<file path="config.mk">
export PLATFORM = sky130hd
export DESIGN_NAME = key_event_decoder
export DESIGN_NICKNAME = d
export VERILOG_FILES = /design/src/rtl/key_event_decoder.sv
export SDC_FILE = /design/constraint.sdc
export NUM_CORES = 1
export LEC_CHECK = 0
export BUFFER_PORTS_ARGS = -buffer_cell sky130_fd_sc_hd__buf_2
export CAP_MARGIN = 10
export CORE_UTILIZATION = 46
export CTS_BUF_LIST = sky130_fd_sc_hd__clkbuf_16
export DETAILED_ROUTE_END_ITERATION = 10
export PLACE_DENSITY = 0.66
export REMOVE_ABC_BUFFERS = 1
export SKIP_CTS_REPAIR_TIMING = 1
export SLEW_MARGIN = 40
export SYNTH_ARGS = -nofsm -noshare
export SYNTH_HDL_FRONTEND = slang
export SYNTH_SLANG_ARGS = --single-unit
</file>
<file path="constraint.sdc">
create_clock -name i_clk -period 3.1 [get_ports i_clk]
set_clock_uncertainty 0.05 [all_clocks]
set_input_delay 0.31 -clock i_clk [delete_from_list [all_inputs] [get_ports i_clk]]
set_output_delay 0.31 -clock i_clk [all_outputs]
set_load 0.02 [all_outputs]
</file>
<file path="src/rtl/key_event_decoder.sv">
// Turns debounced press/release strobes into click, double-click, long-press and auto-repeat events.
// Optional auto-repeat in the LONG state is enabled by defining KEY_AUTOREPEAT_EN.
module key_event_decoder #(
    parameter int CNT_W         = 26,
    parameter int LONG_CYCLES   = 50_000_000,
    parameter int DCLICK_CYCLES = 25_000_000,
    parameter int REPEAT_CYCLES = 10_000_000
) (
    input  logic i_clk,
    input  logic i_rst,
    input  logic i_press,
    input  logic i_release,
    output logic o_click,
    output logic o_double_click,
    output logic o_long_press,
    output logic o_repeat,
    output logic o_busy
);

    typedef enum logic [4:0] {
        S_IDLE  = 5'b00001,
        S_HELD1 = 5'b00010,
        S_WAIT2 = 5'b00100,
        S_HELD2 = 5'b01000,
        S_LONG  = 5'b10000
    } state_e;

    localparam longint MAX_LD  = (LONG_CYCLES > DCLICK_CYCLES) ? longint'(LONG_CYCLES)
                                                               : longint'(DCLICK_CYCLES);
    localparam longint MAX_CYC = (MAX_LD > longint'(REPEAT_CYCLES)) ? MAX_LD
                                                                    : longint'(REPEAT_CYCLES);

    if (MAX_CYC - 1 >= (longint'(1) << CNT_W)) begin : g_cnt_w_check
        $error("key_event_decoder: CNT_W too narrow for the configured cycle counts");
    end

    state_e           state_q, state_d;
    logic [CNT_W-1:0] cnt_q, cnt_d;
    logic             click_q, click_d;
    logic             dclick_q, dclick_d;
    logic             long_q, long_d;
    logic             busy_q, busy_d;
    logic             press_v, release_v;
    logic             long_to, dclick_to;

    // Simultaneous press and release is treated as if neither happened.
    assign press_v   = i_press & ~i_release;
    assign release_v = i_release & ~i_press;

    assign long_to   = (cnt_q == CNT_W'(LONG_CYCLES - 1));
    assign dclick_to = (cnt_q == CNT_W'(DCLICK_CYCLES - 1));

`ifdef KEY_AUTOREPEAT_EN
    logic rep_q, rep_d;
    logic rep_to;

    assign rep_to   = (cnt_q == CNT_W'(REPEAT_CYCLES - 1));
    assign o_repeat = rep_q;
`else
    assign o_repeat = 1'b0;
`endif

    always_comb begin
        state_d  = state_q;
        cnt_d    = (state_q == S_IDLE) ? '0 : cnt_q + CNT_W'(1);
        click_d  = 1'b0;
        dclick_d = 1'b0;
        long_d   = 1'b0;
`ifdef KEY_AUTOREPEAT_EN
        rep_d    = 1'b0;
`endif
        // Input events are tested before timeouts so that an event wins a tie.
        case (state_q)
            S_IDLE: begin
                if (press_v) state_d = S_HELD1;
            end
            S_HELD1: begin
                if (release_v) begin
                    state_d = S_WAIT2;
                end else if (long_to) begin
                    long_d  = 1'b1;
                    state_d = S_LONG;
                end
            end
            S_WAIT2: begin
                if (press_v) begin
                    state_d = S_HELD2;
                end else if (dclick_to) begin
                    click_d = 1'b1;
                    state_d = S_IDLE;
                end
            end
            S_HELD2: begin
                if (release_v) begin
                    dclick_d = 1'b1;
                    state_d  = S_IDLE;
                end else if (long_to) begin
                    long_d  = 1'b1;
                    state_d = S_LONG;
                end
            end
            S_LONG: begin
                if (release_v) begin
                    state_d = S_IDLE;
`ifdef KEY_AUTOREPEAT_EN
                end else if (rep_to) begin
                    rep_d = 1'b1;
                    cnt_d = '0;
                end
`else
                end else begin
                    cnt_d = '0;
                end
`endif
            end
            default: begin
                state_d = S_IDLE;
            end
        endcase

        if (state_d != state_q) cnt_d = '0;
        busy_d = (state_d != S_IDLE);
    end

    always_ff @(posedge i_clk or posedge i_rst) begin
        if (i_rst) begin
            state_q  <= S_IDLE;
            cnt_q    <= '0;
            click_q  <= 1'b0;
            dclick_q <= 1'b0;
            long_q   <= 1'b0;
            busy_q   <= 1'b0;
`ifdef KEY_AUTOREPEAT_EN
            rep_q    <= 1'b0;
`endif
        end else begin
            state_q  <= state_d;
            cnt_q    <= cnt_d;
            click_q  <= click_d;
            dclick_q <= dclick_d;
            long_q   <= long_d;
            busy_q   <= busy_d;
`ifdef KEY_AUTOREPEAT_EN
            rep_q    <= rep_d;
`endif
        end
    end

    assign o_click        = click_q;
    assign o_double_click = dclick_q;
    assign o_long_press   = long_q;
    assign o_busy         = busy_q;

endmodule
</file>
==> flow_summary.json, run 1 <==
{
  "fp.dieH_um": 68.05,
  "gr-usage-all-layers": 0.1883,
  "crit_path_max_fanout": 16,
  "cpMaxStageDelayCell": "or4_1",
  "ant_nets": 0,
  "worst_margin_pin_slew_ns": 0.5166,
  "endpoint_kind": "flip-flop",
  "layout_commonest_cell": "dfrtp_1",
  "criticalPathCategory": "flip-flop to flip-flop",
  "wl_per_cell_um": 14.64,
  "synth_cell_type_count": 44,
  "drc": 0,
  "clockRootBuffer": "clkbuf_16",
  "regToRegStartpoint": "cnt_q[7]",
  "path_delay_family": "simple AND/OR/NAND/NOR gates",
  "drt_first_pass_iters": 4,
  "regToRegSetupSlack_ns": 0.46,
  "finalWirelength_mm": 3.851,
  "hold_path.class": "input port to asynchronous set/reset pin",
  "slew_headroom": 0.6524,
  "placement.io_buffers": 7,
  "layout-area-overhead-vs-synth_pct": 8.915,
  "maximum_vdd_drop_uv": 421.9,
  "detailedPlace.worstSlack_ns": 0.4739,
  "timing.final.crit_period_ns": 2.637,
  "unrepaired_setup_endpoints_after_global_routing": "no",
  "half_perimeter_wire_length_after_detailed_placement_mm": 2.562,
  "synth_warnings": 0,
  "layout_common_cells": "34 x dfrtp_1, 26 x nor3_1, 21 x xnor2_1, 19 x nor2_1",
  "syn_area_sq_um": 2007,
  "synth_enable_flop_cells": 0,
  "timing.rr.end": "cnt_q[25]",
  "routabilityCongestion": 0.7898,
  "cts_tree": "done",
  "path_buf_inv": 1,
  "maxCapViolCount": 0,
  "final_max_slew_viol_count": 0,
  "antenna-diode-count": 0,
  "max_freq_mhz": 379.3,
  "timing.reg2reg.worst_path_depth": 6,
  "syn_avg_cell_area_sq_um": 9.649,
  "timing.final.setup_violations": 0,
  "count_of_h_tree_levels_built_during_cts": 2,
  "synth_ff_type": "dfrtp_1",
  "p_per_area_nw_per_um2": 587.6,
  "postSynthRegisterBits": 35,
  "crit_path_start_kind": "flip-flop",
  "post_synthesis_cell_count": 208,
  "utilization": 0.5349,
  "nFillCells": 384,
  "finish.net_count": 217,
  "grt_antenna_before_repair": 0,
  "routed_via_density": 5.700,
  "setup_ws_ns": 0.4634,
  "place.detailed.instances": 255,
  "data_required_time_of_the_critical_path_ns": 3.19,
  "rows": 23,
  "pin_count_of_the_biggest_net_entering_global_routing": 36,
  "routed_via_count": 1499,
  "tritoncts_num_sinks": 35,
  "core-area_sq_um": 4086,
  "report.final.hold_viol_count": 0,
  "cts.path.max_buffers": 2,
  "totalPowerFinal_mw": 1.284,
  "final-instance-count-excl-fill": 263,
  "clkTransAtPathRegs_ns": 0.05,
  "initial_core_util": 0.4911,
  "yosysSeqAreaShare": 0.4370,
  "final.setup.tns_ns": 0,
  "drt_iter0_markers": 109,
  "outcome": "completed",
  "power.static_leakage_nw": 0.8584,
  "grt_first_pass_wirelength_mm": 6.279,
  "die_width_um": 68.05,
  "first_global_vias": 1301,
  "worstSkewPairLatency_ns": 0.28,
  "timing.final.crit_share": 0.8505,
  "path_depth": 6,
  "total_gr_overflow": 0,
  "tritoncts.num_buffers": 5,
  "cp_peak_stage_delay_ns": 0.57,
  "asyncSetResetFlopFracSynth": 1.000,
  "startpoint": "cnt_q[7]",
  "last_element_of_the_critical_path": "cnt_q[25]",
  "proportion_of_layout_cells_with_a_drive_suffix_above_1": 0.1455,
  "crit_chain": "or4_1 > or4_4 > nor4_4 > a211o_1 > buf_12 > nor3_1",
  "pin_count": 9,
  "worst-endpoint-arrival_ns": 2.73,
  "die_area_sq_um": 4631
}
==> logic make-up after synthesis <==
kind of cell,after synthesis,share of synthesized area
XOR/XNOR,25,0.1091
AND/OR/NAND/NOR,110,0.3323
adder cells (fa/ha/maj),1,0.006233
AO/OA/AOI/OAI,17,0.05736
buffers and inverters,19,0.05611
flip-flops,35,0.4370
other,1,0.001869
==> through the flow <==
step	hold slack, ns	instance area, sq um
global placement	0.3840	2049
finish	0.08164	2186
CTS	0.09707	2186
global route	0.1409	2186
floorplan	0.3860	1917
detailed placement	0.3862	2049
==> worst min-delay path: stages <==
cell,delay (ns)
buf_2,0.09
inv_1,0.04
buf_4,0.39
==> worst min path at each step <==
stage,start,end,cells past startpoint
6_report,i_rst,cnt_q[21],3
3_5_place_dp,i_rst,cnt_q[23],3
2_1_floorplan,i_release,state_q[2],1
5_1_grt,i_rst,cnt_q[24],3
3_3_place_gp,i_rst,o_long_press,3
4_1_cts,i_rst,cnt_q[24],3
==> cell type report <==
class                   count  area (sq um)  area share
multi-input cells         154          1017      0.4654
clock buffers               5         125.1     0.05724
repair buffers             10         70.07     0.03205
well taps                  50         62.56     0.02862
clock inverters             3         11.26    0.005152
inverters                   6         22.52     0.01030
flip-flops and latches     35         877.1      0.4013
==> cells in the mapped netlist (2+ instances only) <==
master / count / share of area
or3_1: 2 / 0.0062
nor3_2: 10 / 0.050
nand3_1: 10 / 0.025
xor2_1: 4 / 0.017
nor4bb_1: 2 / 0.010
nor2_1: 19 / 0.036
o22a_1: 2 / 0.0087
dfrtp_1: 34 / 0.42
nand4_1: 5 / 0.016
nor2b_1: 2 / 0.0062
buf_2: 2 / 0.0050
inv_1: 6 / 0.011
or4_1: 3 / 0.011
nor3_1: 26 / 0.065
nand2_1: 10 / 0.019
a21oi_1: 4 / 0.010
clkbuf_1: 7 / 0.013
nor4_1: 4 / 0.012
a31oi_1: 2 / 0.0062
and4_1: 4 / 0.017
nand2b_1: 5 / 0.016
xnor2_1: 21 / 0.092
o21ai_0: 3 / 0.0075
==> routing by layer <==
layer,vias up,global-route usage,share of wire
met2,20,0.2917,0.48
met1,722,0.2531,0.48
met5,-,0,0
met4,0,0.04688,0.012
met3,6,0.06000,0.033
li1,751,-,-
==> power breakdown <==
part	leakage, nW	switching [mW]	internal, mW
clock	0.0776	0.168	0.288
combinational	0.298	0.187	0.113
sequential	0.483	0.0396	0.488
==> registers in the layout (all words and copies together) (netlist names) <==
register and flops:
o_busy 1, o_click 1, o_long_press 1, state_q 5, cnt_q 26, o_double_click 1
Note: power is estimated with default switching activity, not from simulation.
==> inputs of run 2 (changes only) <==
--- a/config.mk
+++ b/config.mk
@@ -7,10 +7,11 @@
 export LEC_CHECK = 0
 export BUFFER_PORTS_ARGS = -buffer_cell sky130_fd_sc_hd__buf_2
 export CAP_MARGIN = 10
-export CORE_UTILIZATION = 46
+export CORE_UTILIZATION = 60
 export CTS_BUF_LIST = sky130_fd_sc_hd__clkbuf_16
+export CTS_CLUSTER_DIAMETER = 60
 export DETAILED_ROUTE_END_ITERATION = 10
-export PLACE_DENSITY = 0.66
+export PLACE_DENSITY = 0.82
 export REMOVE_ABC_BUFFERS = 1
 export SKIP_CTS_REPAIR_TIMING = 1
 export SLEW_MARGIN = 40
==> flow_summary.json, run 2 (synthesis gave the netlist of run 1 again) <==
{
  "crit_path_max_fanout": 26,
  "maxCapViolCount": 0,
  "register_with_the_most_flip_flops": "cnt_q",
  "timing.final.crit_share": 0.8013,
  "hold-worst-slack_ns": 0.07992,
  "half_perimeter_wire_length_after_detailed_placement_mm": 2.643,
  "criticalPathCategory": "flip-flop to flip-flop",
  "drt_first_pass_iters": 4,
  "regToRegStartpoint": "cnt_q[7]",
  "wl_per_cell_um": 16.00,
  "power.static_leakage_nw": 0.8516,
  "report.final.hold_viol_count": 0,
  "grt_antenna_before_repair": 0,
  "outcome": "completed",
  "worstSkewPairLatency_ns": 0.28,
  "worst-endpoint-arrival_ns": 2.59,
  "first_global_vias": 1500,
  "cts_tree": "done",
  "placement.io_buffers": 7,
  "p_per_area_nw_per_um2": 588.5,
  "final.setup.tns_ns": 0,
  "antenna-diode-count": 0,
  "count_of_h_tree_levels_built_during_cts": 2,
  "ant_nets": 0,
  "grt_first_pass_wirelength_mm": 6.768,
  "final_max_slew_viol_count": 0,
  "tritoncts_num_sinks": 35,
  "initial_core_util": 0.6468,
  "core-area_sq_um": 3103,
  "cts.path.max_buffers": 2,
  "pin_count_of_the_biggest_net_entering_global_routing": 36,
  "crit_path_start_kind": "flip-flop",
  "layout_common_cells": "34 x dfrtp_1, 26 x nor3_1, 21 x xnor2_1, 19 x nor2_1",
  "rows": 20,
  "timing.final.crit_period_ns": 2.484,
  "layout_commonest_cell": "dfrtp_1",
  "drc": 0,
  "cp_peak_stage_delay_ns": 0.57,
  "total_gr_overflow": 0,
  "tritoncts.num_buffers": 5,
  "path_buf_inv": 1,
  "die_width_um": 59.84,
  "finish.net_count": 217,
  "max_freq_mhz": 402.6,
  "path_delay_family": "simple AND/OR/NAND/NOR gates",
  "finalWirelength_mm": 4.112,
  "routabilityCongestion": 0.8340,
  "proportion_of_layout_cells_with_a_drive_suffix_above_1": 0.1502,
  "maximum_vdd_drop_uv": 474.8,
  "pin_count": 9,
  "routed_via_density": 6.070,
  "fp.dieH_um": 59.84,
  "data_required_time_of_the_critical_path_ns": 3.20,
  "endpoint_kind": "flip-flop",
  "crit_chain": "or4_1 > or4_4 > nor4_4 > a211o_1 > buf_4 > nor3_1",
  "drt_iter0_markers": 91,
  "clkTransAtPathRegs_ns": 0.05,
  "die_area_sq_um": 3580,
  "clockRootBuffer": "clkbuf_16",
  "cpMaxStageDelayCell": "or4_1",
  "timing.final.setup_violations": 0,
  "startpoint": "cnt_q[7]",
  "largest_register_ffs": 26,
  "gr-usage-all-layers": 0.2614,
  "unrepaired_setup_endpoints_after_global_routing": "no",
  "layout-area-overhead-vs-synth_pct": 7.980,
  "hold_path.class": "input port to asynchronous set/reset pin",
  "routed_via_count": 1560,
  "biggestRegsByFlops": "cnt_q: 26 flops, state_q: 5 flops"
}
## run 2: changes by cell type in the layout (fill, tap and decap cells not counted)
cell      previous run  this run
inv_1                9         8
clkinv_2             0         1
buf_12               1         0
buf_4                2         3
## run 2: final cells by class
cell class / instances / area, sq um
Clock buffer: 5 / 125.1
Clock inverter: 3 / 12.51
Fill cell: 250 / 935.9
Inverter: 6 / 22.52
Multi-Input combinational cell: 154 / 1017
Sequential cell: 35 / 877.1
Tap cell: 44 / 55.05
Timing Repair Buffer: 10 / 57.56
## run 2: power by group
group	internal [mW]	switching (mW)	total [mW]
registers	0.488	0.0405	0.529
logic	0.0909	0.188	0.279
clock network	0.290	0.178	0.468
total	0.869	0.407	1.28
## run 2: worst min-delay path: cells and delay by family
kind / cells / cell delay [ns]
buffers and inverters: 3 / 0.53
## run 2: final timing paths
path                         endpoint  slack (ns)  depth (start not counted)
hold / removal               cnt_q[9]        0.08                          3
setup / recovery            cnt_q[11]        0.62                          6
min in group i_clk         state_q[2]        0.26                          2
setup reg to reg            cnt_q[11]        0.62                          6
hold reg to reg              cnt_q[0]        0.46                          1
max in group asynchronous  state_q[0]        2.58                          3
## run 2: through the flow
stage               std cells  setup WS, ns  instance area (sq um)  power (mW)  utilization
finish                    257        0.6161                   2167       1.275       0.6984
floorplan                 195        0.5032                   1917      0.7241            -
CTS                       257        0.6136                   2167       1.276       0.6984
global placement          249        0.7185                   2029      0.7970       0.6540
global route              257        0.4638                   2167       1.323       0.6984
detailed placement        249        0.6390                   2029      0.8117       0.6540
## run 2: routing by layer
layer	up-vias	wire, um	track usage	part of all wire
met5	-	0	0	0
met4	0	94	0.1063	0.023
met3	10	177	0.07359	0.043
met2	50	2136	0.4349	0.52
met1	750	1703	0.3188	0.41
li1	750	-	-	-
==> inputs of run 3 (changes only) <==
--- a/config.mk
+++ b/config.mk
@@ -5,6 +5,7 @@
 export SDC_FILE = /design/constraint.sdc
 export NUM_CORES = 1
 export LEC_CHECK = 0
+export ABC_AREA = 1
 export BUFFER_PORTS_ARGS = -buffer_cell sky130_fd_sc_hd__buf_2
 export CAP_MARGIN = 10
 export CORE_UTILIZATION = 60
==> constraint.sdc (replaced) <==
create_clock -name i_clk -period 2.4 [get_ports i_clk]
set_clock_uncertainty 0.05 [all_clocks]
set_input_delay 0.24 -clock i_clk [delete_from_list [all_inputs] [get_ports i_clk]]
set_output_delay 0.24 -clock i_clk [all_outputs]
set_load 0.02 [all_outputs]
==> flow_summary.json, run 3 <==
{
  "outcome": "completed",
  "path_delay_family": "simple AND/OR/NAND/NOR gates",
  "drc": 0,
  "grt_antenna_before_repair": 0,
  "postSynthRegisterBits": 35,
  "synth_enable_flop_cells": 0,
  "grt_first_pass_wirelength_mm": 9.218,
  "synth_ff_type": "dfrtp_1",
  "yosys-top-cells-count": "73 x nand2_1, 45 x nor2_1, 38 x nand3_1",
  "synth_top_area_share": 0.3596,
  "tritoncts.num_buffers": 5,
  "finalWirelength_mm": 5.391,
  "worst-endpoint-arrival_ns": 2.29,
  "syn_area_sq_um": 2366,
  "gr-usage-all-layers": 0.2858,
  "count_of_h_tree_levels_built_during_cts": 2,
  "worstSkewPairLatency_ns": 0.28,
  "place.detailed.instances": 382,
  "cts.path.max_buffers": 2,
  "unrepaired_setup_endpoints_after_global_routing": "no",
  "cts_tree": "done",
  "post_synthesis_cell_count": 329,
  "maxCapViolCount": 0,
  "crit_chain": "ha_1 > nand3_2 > inv_2 > nand2_1 > nor2_1 > nand3_1 > nor3_2 > nand3_1 > nand2_1 > nand3_1 > nor2_4",
  "maximum_vdd_drop_uv": 891.4,
  "criticalPathCategory": "flip-flop to flip-flop",
  "core-area_sq_um": 3716,
  "yosysSeqAreaShare": 0.3707,
  "timing.final.crit_period_ns": 2.129,
  "report.final.hold_viol_count": 0,
  "routabilityCongestion": 0.9773,
  "slew_headroom": 0.6683,
  "initial_core_util": 0.6367,
  "layout_commonest_cell": "nand2_1",
  "post-synth-top-count-cell": "nand2_1",
  "worst_margin_pin_slew_ns": 0.4906,
  "half_perimeter_wire_length_after_detailed_placement_mm": 3.877,
  "proportion_of_layout_cells_with_a_drive_suffix_above_1": 0.2116,
  "pin_count_of_the_biggest_net_entering_global_routing": 36,
  "asyncSetResetFlopFracSynth": 1.000,
  "final.setup.tns_ns": 0,
  "power.static_leakage_nw": 1.178,
  "placement.io_buffers": 7,
  "final-instance-count-excl-fill": 393,
  "p_per_area_nw_per_um2": 777.2,
  "endpoint_kind": "flip-flop",
  "clkTransAtPathRegs_ns": 0.05,
  "rows": 22,
  "timing.final.setup_violations": 0,
  "clockRootBuffer": "clkbuf_16",
  "fp.dieH_um": 64.80,
  "syn_avg_cell_area_sq_um": 7.192,
  "critical-path-top-cell-by-count": "nand3_1",
  "die_area_sq_um": 4198,
  "path_buf_inv": 1,
  "synthDominantAreaCellType": "dfrtp_1",
  "antenna-diode-count": 0,
  "synth.area.top_cells": "dfrtp_1 36%, nand2_1 12%, nand3_1 8.0%",
  "drt_iter0_markers": 236,
  "layout_common_cells": "73 x nand2_1, 45 x nor2_1, 38 x nand3_1, 36 x inv_1, 34 x dfrtp_1",
  "crit_path_start_kind": "flip-flop",
  "routed_via_count": 2204,
  "hold_path.class": "input port to asynchronous set/reset pin",
  "ant_nets": 0,
  "final_max_slew_viol_count": 0,
  "pin_count": 9,
  "tritoncts_num_sinks": 35,
  "first_global_vias": 2034,
  "register_with_the_most_flip_flops": "cnt_q",
  "crit_path_max_fanout": 5,
  "layout-area-overhead-vs-synth_pct": 12.27,
  "finish.net_count": 349,
  "total_gr_overflow": 0,
  "max_freq_mhz": 469.8,
  "cpMaxStageDelayCell": "dfrtp_1",
  "data_required_time_of_the_critical_path_ns": 2.56,
  "drt_first_pass_iters": 5,
  "die_width_um": 64.80,
  "cp_peak_stage_delay_ns": 0.38,
  "routed_via_density": 5.608,
  "largest_register_ffs": 26,
  "biggestRegsByFlops": "cnt_q: 26 flops, state_q: 5 flops",
  "synth_warnings": 0,
  "timing.final.crit_share": 0.8870,
  "wl_per_cell_um": 13.72,
  "synth_cell_type_count": 32
}
==> run 3: cell types whose count changed after synthesis, sizes merged, moves of 5 or more <==
cell / change
nor3: -23
nand4: +7
nor2: +53
xnor2: -21
nand2b: -5
inv: +34
nand3: +30
nand2: +67
or2: +9
==> run 3: report_power, final <==
| part | internal (mW) | total, mW | switching [mW] |
|---|---|---|---|
| combinational | 0.248 | 0.697 | 0.449 |
| sequential | 0.627 | 0.652 | 0.0258 |
| clock | 0.484 | 0.715 | 0.231 |
| total | 1.36 | 2.06 | 0.706 |
==> run 3: through the flow <==
step / setup WS [ns] / cell area [sq um] / power [mW] / util / hold WS [ns]
after floorplan: 0.4991 / 2315 / 1.057 / - / 0.3436
after global placement: 0.3195 / 2452 / 1.240 / 0.6599 / 0.2994
after detailed placement: 0.2156 / 2452 / 1.250 / 0.6599 / 0.3110
after CTS: 0.1978 / 2616 / 1.967 / 0.7040 / 0.01991
after global routing: 0.05579 / 2656 / 2.155 / 0.7148 / 0.05698
final: 0.2712 / 2656 / 2.064 / 0.7148 / 0.005881
==> run 3: path summary, 6_finish.rpt <==
check	slack (ns)	cells after the start	to	startpoint
setup / recovery	0.27	11	cnt_q[22]	cnt_q[0]
setup reg to reg	0.27	11	cnt_q[22]	cnt_q[0]
hold reg to reg	0.52	3	cnt_q[0]	cnt_q[0]
hold / removal	0.006	3	cnt_q[0]	i_rst
min in group i_clk	0.32	4	state_q[3]	i_release
max in group asynchronous	1.95	3	state_q[0]	i_rst
==> run 3: area by class of cell <==
cell class | instances | area (sq um)
inverters | 40 | 150.1
fillers | 301 | 1060
flip-flops and latches | 35 | 877.1
multi-input cells | 248 | 1292
repair buffers | 14 | 112.6
clock buffers | 5 | 125.1
well taps | 48 | 60.06
clock inverters | 3 | 38.79
==> run 3: kinds of logic after synthesis <==
kind of cell / Yosys count / synth area share
AOI/OAI and AO/OA: 16 / 0.04072
adders and majority gates: 1 / 0.005287
buffers and inverters: 46 / 0.08514
DFF: 35 / 0.3707
other: 1 / 0.001585
and+or+nand+nor: 230 / 0.4966
==> run 3: worst reg2reg max path: stages, from the launching register on <==
cell	delay [ns]
dfrtp_1	0.38
ha_1	0.22
nand3_2	0.15
inv_2	0.12
nand2_1	0.08
nor2_1	0.19
nand3_1	0.18
nor3_2	0.26
nand3_1	0.11
nand2_1	0.08
nand3_1	0.13
nor2_4	0.13
==> run 3: layer usage <==
layer	vias to the layer above	GRT usage	routed length (um)
met5	-	0	0
met4	0	0.1361	187
met3	23	0.05634	286
met2	76	0.4635	2540
met1	1019	0.3631	2377
li1	1086	-	-
